File: src/rtl/turbo_frame_assembler.sv
// Ping-pong frame assembler: gathers N serial (sys, par) soft-value pairs into
// one wide word in turbo_decoder `r` layout while the other bank waits for the decoder.
module turbo_frame_assembler #(
  parameter int N  = 256,
  parameter int W  = 1,
  parameter int CW = 16
) (
  input  logic              clk,
  input  logic              reset,
  input  logic              in_valid,
  output logic              in_ready,
  input  logic [W-1:0]      in_sys,
  input  logic [W-1:0]      in_par,
  input  logic              in_sof,
  output logic              out_valid,
  input  logic              out_ready,
  output logic [2*N*W-1:0]  out_r,
  output logic              frame_drop,
  output logic [CW-1:0]     frame_cnt
);

  localparam int IW = (N > 1) ? $clog2(N) : 1;
  localparam int FW = 2 * N * W;

  typedef logic [FW-1:0] frame_t;
  typedef logic [IW-1:0] idx_t;

  localparam idx_t LAST_IDX = idx_t'(N - 1);

  frame_t        bank_q [2];
  frame_t        bank_d [2];
  logic [1:0]    full_q, full_d;
  logic          wr_bank_q, wr_bank_d;
  logic          rd_bank_q, rd_bank_d;
  idx_t          wr_idx_q, wr_idx_d;
  logic          in_ready_q, in_ready_d;
  logic          frame_drop_q, frame_drop_d;
  logic [CW-1:0] frame_cnt_q, frame_cnt_d;

  logic accept;
  logic release_frame;
  logic store;
  idx_t slot;

  assign accept        = in_valid & in_ready_q;
  assign release_frame = full_q[rd_bank_q] & out_ready;
  // A non-sof pair with no frame open is dropped silently while hunting for a start.
  assign store         = accept & (in_sof | (wr_idx_q != '0));
  assign slot          = in_sof ? '0 : wr_idx_q;

  always_comb begin
    // NOTE: every always_comb target gets a default first so no path can infer a latch.
    bank_d       = bank_q;
    full_d       = full_q;
    wr_bank_d    = wr_bank_q;
    rd_bank_d    = rd_bank_q;
    wr_idx_d     = wr_idx_q;
    frame_cnt_d  = frame_cnt_q;
    frame_drop_d = accept & in_sof & (wr_idx_q != '0);

    if (release_frame) begin
      full_d[rd_bank_q] = 1'b0;
      rd_bank_d         = ~rd_bank_q;
      frame_cnt_d       = frame_cnt_q + CW'(1);
    end

    // Release and completion always hit different banks: one needs the bank full, the other empty.
    if (store) begin
      bank_d[wr_bank_q][2 * int'(slot) * W +: W]       = in_sys;
      bank_d[wr_bank_q][(2 * int'(slot) + 1) * W +: W] = in_par;
      if (slot == LAST_IDX) begin
        full_d[wr_bank_q] = 1'b1;
        wr_bank_d         = ~wr_bank_q;
        wr_idx_d          = '0;
      end else begin
        wr_idx_d = slot + idx_t'(1);
      end
    end

    // Registered so in_ready has no combinational path from in_valid/out_ready and stays low in reset.
    in_ready_d = ~full_d[wr_bank_d];
  end

  always_ff @(posedge clk) begin
    // NOTE: sequential state uses non-blocking assignments so every flop samples pre-edge values.
    if (!reset) begin
      // NOTE: bank storage is cleared on reset so out_r reads zero until the first frame lands.
      bank_q[0]    <= '0;
      bank_q[1]    <= '0;
      full_q       <= '0;
      wr_bank_q    <= 1'b0;
      rd_bank_q    <= 1'b0;
      wr_idx_q     <= '0;
      in_ready_q   <= 1'b0;
      frame_drop_q <= 1'b0;
      frame_cnt_q  <= '0;
    end else begin
      bank_q[0]    <= bank_d[0];
      bank_q[1]    <= bank_d[1];
      full_q       <= full_d;
      wr_bank_q    <= wr_bank_d;
      rd_bank_q    <= rd_bank_d;
      wr_idx_q     <= wr_idx_d;
      in_ready_q   <= in_ready_d;
      frame_drop_q <= frame_drop_d;
      frame_cnt_q  <= frame_cnt_d;
    end
  end

  assign in_ready   = in_ready_q;
  assign out_valid  = full_q[rd_bank_q];
  assign out_r      = bank_q[rd_bank_q];
  assign frame_drop = frame_drop_q;
  assign frame_cnt  = frame_cnt_q;

endmodule

File: config.mk
export PLATFORM = sky130hd
export DESIGN_NAME = turbo_frame_assembler
export DESIGN_NICKNAME = d
export VERILOG_FILES = /design/src/rtl/turbo_frame_assembler.sv
export SDC_FILE = /design/constraint.sdc
export NUM_CORES = 2
export LEC_CHECK = 0
export BUFFER_PORTS_ARGS = -buffer_cell sky130_fd_sc_hd__buf_4
export CAP_MARGIN = 20
export CORE_MARGIN = 8
export CORE_UTILIZATION = 48
export CTS_BUF_LIST = sky130_fd_sc_hd__clkbuf_16
export DETAILED_ROUTE_END_ITERATION = 8
export GPL_TIMING_DRIVEN = 0
export HOLD_SLACK_MARGIN = 0.06
export PLACE_DENSITY = 0.67
export SYNTH_ARGS = -nofsm -noshare
export SYNTH_HDL_FRONTEND = slang
export SYNTH_SLANG_ARGS = --single-unit
File: constraint.sdc
create_clock -name clk -period 4.8 [get_ports clk]
set_input_delay 1.44 -clock clk [delete_from_list [all_inputs] [get_ports clk]]
set_output_delay 1.44 -clock clk [all_outputs]
set_load 0.02 [all_outputs]
Word level (Yosys, flattened, before mapping)
Cells that the tools add are included.
{"block": "word_totals", "register_bits": 1054, "output_inout_bits": 531, "word_cells": 69}
{"block": "classes", "addsub": 5, "order_cmp": 8, "n_eq_ne": 1, "shift": 4, "muxes": 24, "bitwise": 14, "n_reduce_logical": 4}
{"operator": "$mux 512", "n": 5}
{"operator": "$bwmux 1024", "n": 2}
{"operator": "$demux 512 s1", "n": 2}
{"operator": "$shift 1x33->512 const A", "n": 2}
{"operator": "$shiftx 1x33->512", "n": 2}
{"operator": "$neg 10->33", "n": 1}
{"operator": "$neg 9->33", "n": 1}
{"operator": "$add 16x1->16 const B", "n": 1}
{"operator": "$mux 8", "n": 2}
{"operator": "$add 9x1->10 const B", "n": 1}
{"operator": "$add 8x1->8 const B", "n": 1}
{"operator": "$eq 8x8->1 const B", "n": 1}
{"operator": "$mux 1", "n": 8}
{"operator": "$reduce_bool 8->1", "n": 1}
{"operator": "$lt 1x2->1 const B", "n": 3}
{"operator": "$mux 2", "n": 3}
{"operator": "$and 1x1->1", "n": 5}
{"operator": "$ge 2x2->1 const B", "n": 2}
{"operator": "$not 1->2", "n": 2}
{"operator": "$logic_and 1x1->1", "n": 3}
{"operator": "$not 1->1", "n": 3}
{"operator": "$and 2x2->2", "n": 1}
{"operator": "$demux 1 s1", "n": 2}
{"operator": "$ge 1x1->1 const B", "n": 2}
{"operator": "other kinds (4)", "n": 4}

Depth between registers and ports, before layout
{"block": "logic_depth", "word_depth": 13, "depth_mapped": 15}

Worst setup path before layout
OpenSTA, ideal clock, no wires.
{"block": "synth_timing", "path_kind": "input-to-reg", "start": "input port in_sof", "end": "register bank_q[166] (netlist bit)", "setup_time_ps": 101, "arrival_time_ps": 4393, "required_ps": 4699, "path_slack_ps": 306, "stages": 14, "path_cell_list": "buf_4 inv_1 clkbuf_1 nand2_1 ha_1 ha_1 clkbuf_1 nand2b_1 nor3_1 and3_1 clkbuf_1 clkbuf_1 nand2_1 o41ai_1"}
{"block": "synth_via", "elab_chain_cells": 7, "elab_cells_between_ends": 16}
{"element": "start: declaration", "line": "14", "rtl": "input logic in_sof,"}
{"element": "$mux 8", "line": "49", "rtl": "assign slot = in_sof ? '0 : wr_idx_q;"}
{"element": "$add 9x1->10 / $neg 9->33 (equally long branches)", "line": "70, 69"}
{"element": "$neg 10->33 / $shift 1x33->512 (equally long branches)", "line": "70, 69"}
{"element": "$shift 1x33->512 / $mux 512 (equally long branches)", "line": "70, 69"}
{"element": "$mux 512 (not written as such) / $demux 512 s1 (equally long branches)", "line": "70, 69"}
{"element": "$demux 512 s1 / $bwmux 1024 (equally long branches)", "line": "70, 69"}
{"element": "$bwmux 1024", "line": "70", "rtl": "bank_d[wr_bank_q][(2 * int'(slot) + 1) * W +: W] = in_par;"}
{"element": "end: declaration", "line": "30", "rtl": "frame_t bank_q [2];"}
Several ways; a longest one is shown, not always the timed one.
A chain may end at the register's enable or synchronous reset.

Worst setup path in the final report
{"block": "layout_timing", "start": "input port in_sof", "end": "register bank_q[992] (netlist bit)"}
The elaborated chain is that of the path after synthesis.

==> flow_summary.ini <==
[grt]
grt_usage = 0.451
grt_pass1_wl_um = 389000
grt_max_degree = 20
antenna_found_initial = 14
overflow = 0
grt_pass1_vias = 52100

[min_path]
holdCritPathClass = reg -> reg

[clock_tree]
htree_levels = 3
holdBufCountCts = 0
clk_path_buf_depth = 3
clk_pin_slew_ns = 0.06
cts_buffers = 113
clock_sinks = 1054
cts_root_buf = clkbuf_16
cts_tree = built
clkLatencyLatePin_ns = 0.77

[floorplan]
initial_utilization = 0.485
die-area_um2 = 119000
die_y_um = 345
coreArea_um2 = 107000
io_pins = 538
rows = 120
die_w_um = 345

[synth]
syn-cell-area_um2 = 52000
syn_inst = 5705
synthDistinctLibCells = 82
async_reset_ff_frac = 0
yosysWarnings = 0
syn_nets = 5722
synth_edf_count = 0
synth_ff_type = dfxtp_1
seq_area_frac_synth = 0.406
avgSynthCellArea_um2 = 9.11
ys_ff_latch = 1054

[sta]
max_freq_ghz = 0.209
hold_ws_ns = 0.456
hold_viol_final = 0
slew_headroom = 0.118
fin_crit_ns = 4.78
finalWorstSetupSlack_ns = 0.0205
rsz0062_at_grt = no
tightest_slew_ns = 1.32
drv_slew = 0
finalSetupViolCount = 0
clock_skew_ns = 0.0393
period_share = 0.996
setup-tns-final_ns = 0

[placed_design]
dp_hpwl_um = 214000
routabilityCongestion = 1.05
place_area_um2 = 58300
portBuffers = 535
pre_cts_ws_ns = -1.73

[drt]
drt_iter0_markers = 9635
vias = 56300
via_per_inst = 7.11
wl_um = 284000
postRouteAntennaNets = 0
detail_route.first_pass.iterations = 7
routedWlPerCell_um = 35.9
drcViolationCount = 0

[power]
power.density_nw_per_um2 = 296
p_leak_nw = 24.4
ir_drop_v = 0.000309

[critical_path]
cp_slowest_cell = buf_1
reg2reg_slack_ns = 0.09
worstSetupStartpointType = primary input
crit_fanout = 14
crit_type = in -> reg
cp-end-kind = register
slowest_delay_ns = 0.62
worstPathArrival_ns = 5.45
worstPathCellList = buf_4 -> buf_4 -> clkinvlp_4 -> nand2_1 -> ha_2 -> nand4bb_1 -> a21o_1 -> buf_2 -> a21oi_2 -> buf_2 -> buf_1 -> nand2_1 -> mux2i_1
required_ns = 5.47

[run_status]
status = completed

[finish]
drive_gt1_frac = 0.254
final_common_cell = dfxtp_1
finalInstanceArea_um2 = 62200
final_core_util = 0.581
nets = 6429
area_delta_synth_final_pct = 19.8
final_cell_mix = 1,054 x dfxtp_1, 585 x buf_4, 527 x nand2_1

[flow_run]
drv_cap = 0
## worst max-delay path, delay by kind of cell
kind	cells	cell delay, ns
buffers and inverters	6	1.92
adder cells (fa/ha/maj)	1	0.36
AND/OR/NAND/NOR	3	0.77
AO/OA/AOI/OAI	2	0.71
multiplexers	1	0.23
## synth_stat cells (7+ instances only)
cell type  number  area share
buf_1          36      0.0026
and3_1         21      0.0025
a21oi_1       233       0.022
mux2_2        514        0.11
a21o_1         13      0.0019
a31oi_1        36      0.0043
a211oi_1       13      0.0019
nand4_1       340       0.041
nand3_1       245       0.024
xor2_1         15      0.0025
a31o_2          8      0.0013
buf_2         158       0.015
o311ai_0       40      0.0067
nand2b_1       11      0.0013
o211ai_1      360       0.052
o21ai_0       242       0.023
nor4_4          9      0.0037
nand3b_1        7      0.0010
dfxtp_1      1054        0.41
mux2i_1       290       0.056
o221a_2        59       0.013
o41ai_1        43      0.0072
nor3_1         33      0.0032
clkbuf_1      466       0.034
and2_1         15      0.0018
and4_1         12      0.0020
nor2_1        268       0.019
o31ai_1       340       0.049
a41oi_1        54      0.0091
o21bai_1        8      0.0012
inv_1          11     0.00079
ha_1           10      0.0024
nand2_1       527       0.038
buf_4          23      0.0033
nor2b_1        11      0.0013
or3_1          10      0.0012
nor4_1         13      0.0016
or4_1           9      0.0013
a41o_1         57       0.011
## flip-flops by register name (all words and copies together), names as in the netlist
register,cells
frame_drop,1
full_q,2
wr_bank_q,1
rd_bank_q,1
in_ready,1
bank_q,1024
frame_cnt,16
wr_idx_q,8
## metrics by stage
step                      power [mW]  cells
after floorplan                 9.33   5705
after CTS                       18.3   7900
after detailed placement        9.69   7686
after global routing            18.7   7911
final                           18.4   7918
after global placement          9.68   7643
## report_power, final
| part | total [mW] | internal, mW | switching (mW) |
|---|---|---|---|
| logic | 0.822 | 0.118 | 0.704 |
| clock network | 8.88 | 4.85 | 4.03 |
| registers | 8.75 | 8.75 | 0.00135 |
| total | 18.4 | 13.7 | 4.74 |
## routing by layer
layer	up-vias	track usage	routed length, µm
met5	-	0	99
met4	14	0.275	21700
met2	4948	0.604	108000
met1	27300	0.583	106000
met3	1096	0.209	48500
li1	23000	-	-
## logic make-up after synthesis
group	count (synthesis)	synth area share
xor gates and xnor gates	19	0.00320
DFF	1054	0.406
buffers and inverters	700	0.0566
muxes	804	0.167
AOI/OAI and AO/OA	1543	0.213
and+or+nand+nor	1575	0.152
adders and majority gates	10	0.00241
## cell type report
| type | count | area [µm²] |
|---|---|---|
| fillers | 9871 | 45000 |
| multi-input cells | 3951 | 28000 |
| flip-flops and latches | 1054 | 21100 |
| repair buffers | 598 | 4700 |
| plain buffers | 681 | 2990 |
| clock buffers | 114 | 2850 |
| well taps | 1403 | 1760 |
| clock inverters | 96 | 769 |
| inverters | 13 | 52.6 |
| diodes | 8 | 20.0 |
## worst paths after layout
kind | start | to | depth (start not counted)
min reg2reg | bank_q[298] | bank_q[298] | 2
max reg2reg | wr_idx_q[1] | bank_q[864] | 12
max | in_sof | bank_q[992] | 13
min | bank_q[298] | bank_q[298] | 2
## what timing repair did
item / in CTS / in global routing
cloned: 0 / 0
setup endpoints to repair: 596 / 241
pin swaps: 3 / 4
resized for setup: 62 / 14
setup buffers: 9 / 7
Power figures use the tool's default switching activity.
